File: src/rtl/fp_pkg.sv
// -----------------------------------------------------------------------------
// fp_pkg
// Shared types and constants for the binary32 align/add front end.
//   fp32_t   : packed view of an IEEE-754 binary32 word {sign, exp, frac}
//   eff_exp  : effective exponent (denormals behave as exponent 1)
// -----------------------------------------------------------------------------
package fp_pkg;

    localparam int             EXP_W     = 8;
    localparam int             FRAC_W    = 23;
    localparam int             SIG_W     = 24;
    localparam logic [EXP_W-1:0] EXP_MAX = 8'hFF;
    localparam int             SHIFT_SAT = 27;

    typedef struct packed {
        logic              sign;
        logic [EXP_W-1:0]  exp;
        logic [FRAC_W-1:0] frac;
    } fp32_t;

    // Denormals share the scale of the smallest normal exponent.
    function automatic logic [EXP_W-1:0] eff_exp(input logic [EXP_W-1:0] e);
        return (e == '0) ? EXP_W'(1) : e;
    endfunction

endpackage

File: src/rtl/fp_align_shift.sv
// -----------------------------------------------------------------------------
// fp_align_shift
// Combinational right shift of a 24-bit significand into a 27-bit
// {m, guard, round, sticky} field. Every bit shifted past the round
// position is ORed into the sticky LSB. Shift distances of 27 or more
// saturate: the field becomes zero apart from sticky = |m_i.
//   m_i       : significand of the smaller operand
//   d_i       : exponent difference (shift distance)
//   aligned_o : shifted significand with guard/round/sticky appended
// -----------------------------------------------------------------------------
module fp_align_shift
    import fp_pkg::*;
(
    input  logic [SIG_W-1:0]     m_i,
    input  logic [EXP_W-1:0]     d_i,
    output logic [SHIFT_SAT-1:0] aligned_o
);

    logic [4:0]           d_sat;
    logic [SHIFT_SAT-1:0] field;
    logic [SHIFT_SAT-1:0] shifted;
    logic [SHIFT_SAT-1:0] lost_bits;

    always_comb begin
        // NOTE: every signal gets a value on every path through this block,
        // so no latch is inferred.
        d_sat     = (d_i >= EXP_W'(SHIFT_SAT)) ? 5'(SHIFT_SAT) : d_i[4:0];
        field     = {m_i, 3'b000};
        shifted   = field >> d_sat;
        // Left-shifting by the complement keeps exactly the bits that fell off.
        lost_bits = field << (5'(SHIFT_SAT) - d_sat);
        aligned_o = {shifted[SHIFT_SAT-1:1], shifted[0] | (|lost_bits)};
    end

endmodule

File: src/rtl/fp_align_add.sv
// -----------------------------------------------------------------------------
// fp_align_add
// Front half of a binary32 adder: field decode, exponent alignment and
// significand add/subtract, registered once. The result is un-normalized;
// the downstream normalize stage does the rest.
//   clk, rst_n        : clock, asynchronous active-low reset
//   in_valid, a, b    : operand strobe and binary32 operands
//   out_valid         : in_valid delayed by one cycle
//   sign_o, exp_o     : result sign, larger operand's effective exponent
//   mant_o, grs_o     : {carry, hidden, frac} magnitude and guard/round/sticky
//   zero_o            : magnitude exactly zero
//   nan_o, inf_o      : special results (only with FP_SPECIAL_EN defined)
// Build option: define FP_SPECIAL_EN to decode exponent 255 as Inf/NaN.
// LATENCY is fixed at 1.
// -----------------------------------------------------------------------------
module fp_align_add
    import fp_pkg::*;
#(
    parameter int LATENCY = 1
) (
    input  logic              clk,
    input  logic              rst_n,
    input  logic              in_valid,
    input  logic [31:0]       a,
    input  logic [31:0]       b,
    output logic              out_valid,
    output logic              sign_o,
    output logic [EXP_W-1:0]  exp_o,
    output logic [24:0]       mant_o,
    output logic [2:0]        grs_o,
    output logic              zero_o,
    output logic              nan_o,
    output logic              inf_o
);

    fp32_t                fa, fb;
    logic [EXP_W-1:0]     ea, eb, e_l, e_s;
    logic [SIG_W-1:0]     ma, mb, m_l, m_s;
    logic                 s_l, s_s, a_is_l;
    logic [SHIFT_SAT-1:0] aligned;
    logic [27:0]          sum;

    logic                 valid_q;
    logic                 sign_d, sign_q, zero_d, zero_q, nan_d, nan_q, inf_d, inf_q;
    logic [EXP_W-1:0]     exp_d, exp_q;
    logic [24:0]          mant_d, mant_q;
    logic [2:0]           grs_d, grs_q;

    assign fa = fp32_t'(a);
    assign fb = fp32_t'(b);
    assign ea = eff_exp(fa.exp);
    assign eb = eff_exp(fb.exp);
    assign ma = {fa.exp != '0, fa.frac};
    assign mb = {fb.exp != '0, fb.frac};

    // Magnitude order by {exponent, significand}; ties keep A as the larger.
    assign a_is_l = {ea, ma} >= {eb, mb};
    assign e_l    = a_is_l ? ea : eb;
    assign e_s    = a_is_l ? eb : ea;
    assign m_l    = a_is_l ? ma : mb;
    assign m_s    = a_is_l ? mb : ma;
    assign s_l    = a_is_l ? fa.sign : fb.sign;
    assign s_s    = a_is_l ? fb.sign : fa.sign;

    fp_align_shift u_shift (
        .m_i       (m_s),
        .d_i       (e_l - e_s),
        .aligned_o (aligned)
    );

    // L >= S in magnitude, so the subtraction never goes negative.
    assign sum = (s_l == s_s) ? ({1'b0, m_l, 3'b000} + {1'b0, aligned})
                              : ({1'b0, m_l, 3'b000} - {1'b0, aligned});

    always_comb begin
        exp_d  = e_l;
        mant_d = sum[27:3];
        grs_d  = sum[2:0];
        zero_d = (sum == '0);
        // Exact cancellation gives +0; like-signed zeros keep their sign.
        sign_d = (zero_d && (s_l != s_s)) ? 1'b0 : s_l;
        nan_d  = 1'b0;
        inf_d  = 1'b0;
`ifdef FP_SPECIAL_EN
        begin
            logic a_inf, b_inf, a_nan, b_nan;
            a_inf = (fa.exp == EXP_MAX) && (fa.frac == '0);
            b_inf = (fb.exp == EXP_MAX) && (fb.frac == '0);
            a_nan = (fa.exp == EXP_MAX) && (fa.frac != '0);
            b_nan = (fb.exp == EXP_MAX) && (fb.frac != '0);
            if (a_nan || b_nan || (a_inf && b_inf && (fa.sign != fb.sign))) begin
                nan_d  = 1'b1;
                exp_d  = EXP_MAX;
                mant_d = 25'h0C00000;
                grs_d  = 3'b000;
                zero_d = 1'b0;
                sign_d = 1'b0;
            end else if (a_inf || b_inf) begin
                inf_d  = 1'b1;
                exp_d  = EXP_MAX;
                mant_d = 25'h0800000;
                grs_d  = 3'b000;
                zero_d = 1'b0;
                sign_d = a_inf ? fa.sign : fb.sign;
            end
        end
`endif
    end

    always_ff @(posedge clk or negedge rst_n) begin
        if (!rst_n) begin
            valid_q <= 1'b0;
            sign_q  <= 1'b0;
            exp_q   <= '0;
            mant_q  <= '0;
            grs_q   <= '0;
            zero_q  <= 1'b0;
            nan_q   <= 1'b0;
            inf_q   <= 1'b0;
        end else begin
            // NOTE: non-blocking assignments so every register samples the
            // pre-edge values, independent of statement order.
            valid_q <= in_valid;
            if (in_valid) begin
                sign_q <= sign_d;
                exp_q  <= exp_d;
                mant_q <= mant_d;
                grs_q  <= grs_d;
                zero_q <= zero_d;
                nan_q  <= nan_d;
                inf_q  <= inf_d;
            end
        end
    end

    assign out_valid = valid_q;
    assign sign_o    = sign_q;
    assign exp_o     = exp_q;
    assign mant_o    = mant_q;
    assign grs_o     = grs_q;
    assign zero_o    = zero_q;
    assign nan_o     = nan_q;
    assign inf_o     = inf_q;

endmodule

File: config.mk
export PLATFORM = sky130hd
export DESIGN_NAME = fp_align_add
export DESIGN_NICKNAME = d
export VERILOG_FILES = /design/src/rtl/fp_pkg.sv /design/src/rtl/fp_align_shift.sv /design/src/rtl/fp_align_add.sv
export SDC_FILE = /design/constraint.sdc
export NUM_CORES = 1
export LEC_CHECK = 0
export CORE_MARGIN = 2
export CORE_UTILIZATION = 40
export CTS_BUF_LIST = sky130_fd_sc_hd__clkbuf_8 sky130_fd_sc_hd__clkbuf_16
export CTS_CLUSTER_SIZE = 25
export DETAILED_ROUTE_END_ITERATION = 10
export PLACE_DENSITY = 0.57
export SYNTH_ARGS = -nofsm -noshare
export SYNTH_HDL_FRONTEND = slang
export SYNTH_HIERARCHICAL = 1
export SYNTH_SLANG_ARGS = --single-unit
File: constraint.sdc
create_clock -name clk -period 0.9 [get_ports clk]
set_input_delay 0.27 -clock clk [delete_from_list [all_inputs] [get_ports clk]]
set_output_delay 0.27 -clock clk [all_outputs]
set_load 0.005 [all_outputs]
==> results of run 1 <==
## timing repair
item,CTS,global route
cloned,1,0
hold endpoints to repair,39,0
buffers inserted,53,43
pin swaps,109,84
setup endpoints to repair,77,77
hold buffers,1,0
resized for setup,373,122
## power groups by stage
stage,registers (mW),logic (mW),clock network [mW]
finish,2.50,19.1,2.03
global route,2.55,20.3,2.13
CTS,2.49,17.0,2.07
detailed placement,2.54,15.4,0
global placement,2.52,15.4,0
floorplan,2.57,7.48,0
## cell type report
| type | instances | area, um^2 |
|---|---|---|
| multi-input combinational | 935 | 8330 |
| fill | 1549 | 5090 |
| timing repair buffer | 632 | 5020 |
| sequential | 39 | 976 |
| inverter | 101 | 379 |
| tap | 270 | 338 |
| clock buffer | 5 | 125 |
| clock inverter | 3 | 43.8 |
## flip-flops by register name, summed over array words and instances (netlist names)
name,flops
zero_o,1
out_valid,1
sign_o,1
mant_o,25
exp_o,8
grs_o,3
## stage by stage
stage | area [um^2] | instances | power [mW]
4_1_cts | 14300 | 1954 | 21.6
2_1_floorplan | 8690 | 1154 | 10.0
3_3_place_gp | 13100 | 1902 | 17.9
3_5_place_dp | 13100 | 1902 | 18.0
6_report | 15200 | 1985 | 23.6
5_1_grt | 15200 | 1985 | 24.9
## kinds of logic (layout without fill, tap and decap cells)
kind of cell	count (synthesis)	after routing	share of synthesized area, %
simple gates	363	363	22.0
fa+ha+maj	86	86	13.0
mux	78	78	10.0
flops	39	39	11.8
buf+inv	180	741	8.77
compound gates	372	372	30.7
other cells	1	2	0.0452
xor+xnor	34	34	3.68
## worst max-delay path: cells and delay by family
family,cells,cell delay [ns]
multiplexers,1,0.14
AND/OR/NAND/NOR,12,2.38
adder cells (fa/ha/maj),2,0.50
XOR/XNOR,2,0.36
buffers and inverters,8,1.20
AO/OA/AOI/OAI,16,3.41
## cells in the final DEF (no fill, tap or decap), drive strengths merged, types with 26 or more instances in the layout
cell	count
ha	84
nor2	114
o21ai	65
a21oi	108
inv	99
nand2	97
mux2	43
xnor2	26
buf	570
clkdlybuf4s50	47
dfrtp	39
mux2i	35
## cell usage after synthesis (21+ instances only)
master	instances	area (um^2)
nor2_1	111	417
a21oi_1	108	541
inv_1	98	368
nand2_1	97	364
ha_1	84	1050
o21ai_0	58	290
clkbuf_1	52	195
mux2_2	43	484
dfrtp_1	39	976
mux2i_1	35	350
xnor2_1	25	219
nor3_1	23	115
a21o_1	22	165
a211oi_1	21	158
## path summary, 6_finish.rpt
kind	to	cells after the start	from	slack, ns
setup / recovery	sign_o	41	b[26]	-7.20
hold / removal	grs_o[2]	4	in_valid	0.46
setup reg to reg	mant_o[6]	3	mant_o[6]	-0.11
hold reg to reg	mant_o[21]	2	mant_o[21]	0.51
max in group asynchronous	exp_o[0]	3	rst_n	0.22
min in group asynchronous	mant_o[9]	3	rst_n	0.47
## routing by layer
metal	global-route usage, %	vias to the layer above
met2	54.6	456
met3	5.00	106
met4	10.7	0
met1	43.9	5269
met5	0	-
li1	-	5350
==> flow_results.org, run 1 <==
** Status
- The flow ran to the end, but the final reports show violations.
- The checks that failed: setup timing.

** Pwr
- Proportion of power drawn by the clock network :: 8.6%
- Worst-case vdd ir drop :: 0.000823 V
- Power per standard cell area :: 1550 nW/um^2
- Of the total power, combinational logic draws 80.8%.
- Static leakage :: 7.01 nW
- Of the total power, registers draw 10.6%.
- Summed over all nets, the switching power comes to 10.5 mW.
- Switching part of the total :: 44.3%
- Internal power :: 13.1 mW

** Floorplan
- The die covers 21900 um^2.
- Initial cell density of the core :: 40.9%
- Pin placement for this block handled 108 I/O pins.
- The initialized floorplan defines 52 standard-cell rows.
- From bottom edge to top edge, the die measures 148 um.
- Die Span X :: 148 um
- Total core area :: 20300 um^2

** Final layout
- Of the cells placed in the final design, the portion with a size suffix greater than 1 is 51.1%.
- Once layout is complete, the utilization of the core stands at 74.9%.
- Count of nets after finishing :: 1866
- ANT cells :: 0
- Area growth syn-to-layout :: 83.1%

** Drt
- Wirelength, routed :: 38100 um
- Residual DRC count :: 0
- Wire length the detailed router placed on met1 :: 16100 um
- Using the TritonRoute via totals, the vias-per-cell ratio works out to 5.63.
- In the final routed layout, each cell accounts on average for 19.2 um.
- Summed over all nets, wire length on met3 after detailed routing comes to 2520 um.
- Remaining antenna violation count after routing :: 0
- After detailed routing, no signal wire sits above met4.
- The final route contains 11200 vias.
- Wire segments on met2 add up to 18000 um in the final route.
- DR iter-0 viols :: 637
- For this run, the detailed router's first-pass iteration total came to 9.

** Yosys
- Primary flip-flop cell chosen by synthesis mapping :: dfrtp_1
- The share of the Yosys chip area taken by registers is 11.8%.
- Yosys mapped a number of flops with a built-in enable equal to 0.
- Number of different library cells in the post-synthesis netlist :: 98
- Synthesis produced a netlist whose cell count is 1153.
- Area of the mapped netlist :: 8300 um^2
- Counting flops with an async set or reset pin after synthesis yields a share of 100%.
- During synthesis, Yosys emitted a total of 6 warnings.
- Averaged over all synthesized cells, the footprint is 7.20 um^2.
- In this run, synthesis produced a sequential element count of 39.

** Setup path
- Category of the worst setup path launch point :: input port
- The worst setup path is captured at a flop.
- Largest stage delay, worst path :: 0.53 ns
- By startpoint and endpoint, the worst setup path is classified as in2reg.
- For this design, the slowest cell found on the critical path is or4_4.
- Of all nets on the critical path, the largest fanout is 6.
- At the worst endpoint, the arrival time is 8.27 ns.
- Req. time, crit path :: 1.07 ns

** Clock network
- Clock-pin slew on the worst setup and hold paths :: 0.06 ns
- No sink is reached through more buffers than the 2 on the longest clock path.
- TritonCTS clock tree :: built
- Clock latency reported for the late side of the worst-skew pair :: 0.28 ns
- CTS Sinks :: 39
- Clock tree synthesis inserted a total of 5 buffers.
- Clock Root Buffer :: clkbuf_16
- H-tree levels :: 2

** Placement
- Port bufs :: 105
- Timing analysis after detailed placement gives a worst setup slack of -7.96 ns.
- Last weighted congestion value of the routability-driven placer :: 0.987
- DPL Wire Length :: 29200 um

** STA
- Across all hold checks on the routed design, the worst slack comes to 0.460 ns.
- Final Max Tran Viols :: 0
- Once routing completed, OpenROAD measured the worst setup slack at -7.20 ns.
- Actual transition at the worst max-transition pin :: 0.686 ns
- Setup repair after global routing could not meet its margin everywhere.
- Max transition margin :: 53.8%
- Number of failing hold endpoints at the final stage :: 0
- Final critical-path share of the clock period :: 900%
- Post-route setup TNS :: -213.50 ns
- For the finished layout, the period the worst path requires is 8.10 ns.
- Setup violations remaining at the end of the flow were counted as 77.
- The clock arrives with 0 ns of skew.
- Fmax :: 123 MHz

** Global route
- The first global-routing pass estimated 57600 um of wire.
- The via count of the first global-routing pass came to 10800.
- Antenna violations before repair :: 0
- For this run the aggregate overflow at the end of global routing stands at 0.
- Global routing used 32.9% of the available tracks.
- Entering global routing, the biggest net connects 49 pins.

** Run
- Reported max-cap violation count :: 0

** Hold path
- The min-delay analysis places its worst path in the category in2reg.
Power figures use the tool's default switching activity.
==> run 2, diff against run 1 <==
--- a/config.mk
+++ b/config.mk
@@ -5,6 +5,7 @@
 export SDC_FILE = /design/constraint.sdc
 export NUM_CORES = 1
 export LEC_CHECK = 0
+export CAP_MARGIN = 25
 export CORE_MARGIN = 2
 export CORE_UTILIZATION = 40
 export CTS_BUF_LIST = sky130_fd_sc_hd__clkbuf_8 sky130_fd_sc_hd__clkbuf_16
==> results of run 2 <==
The final DEF is identical to that of run 1; final timing and power are the same.
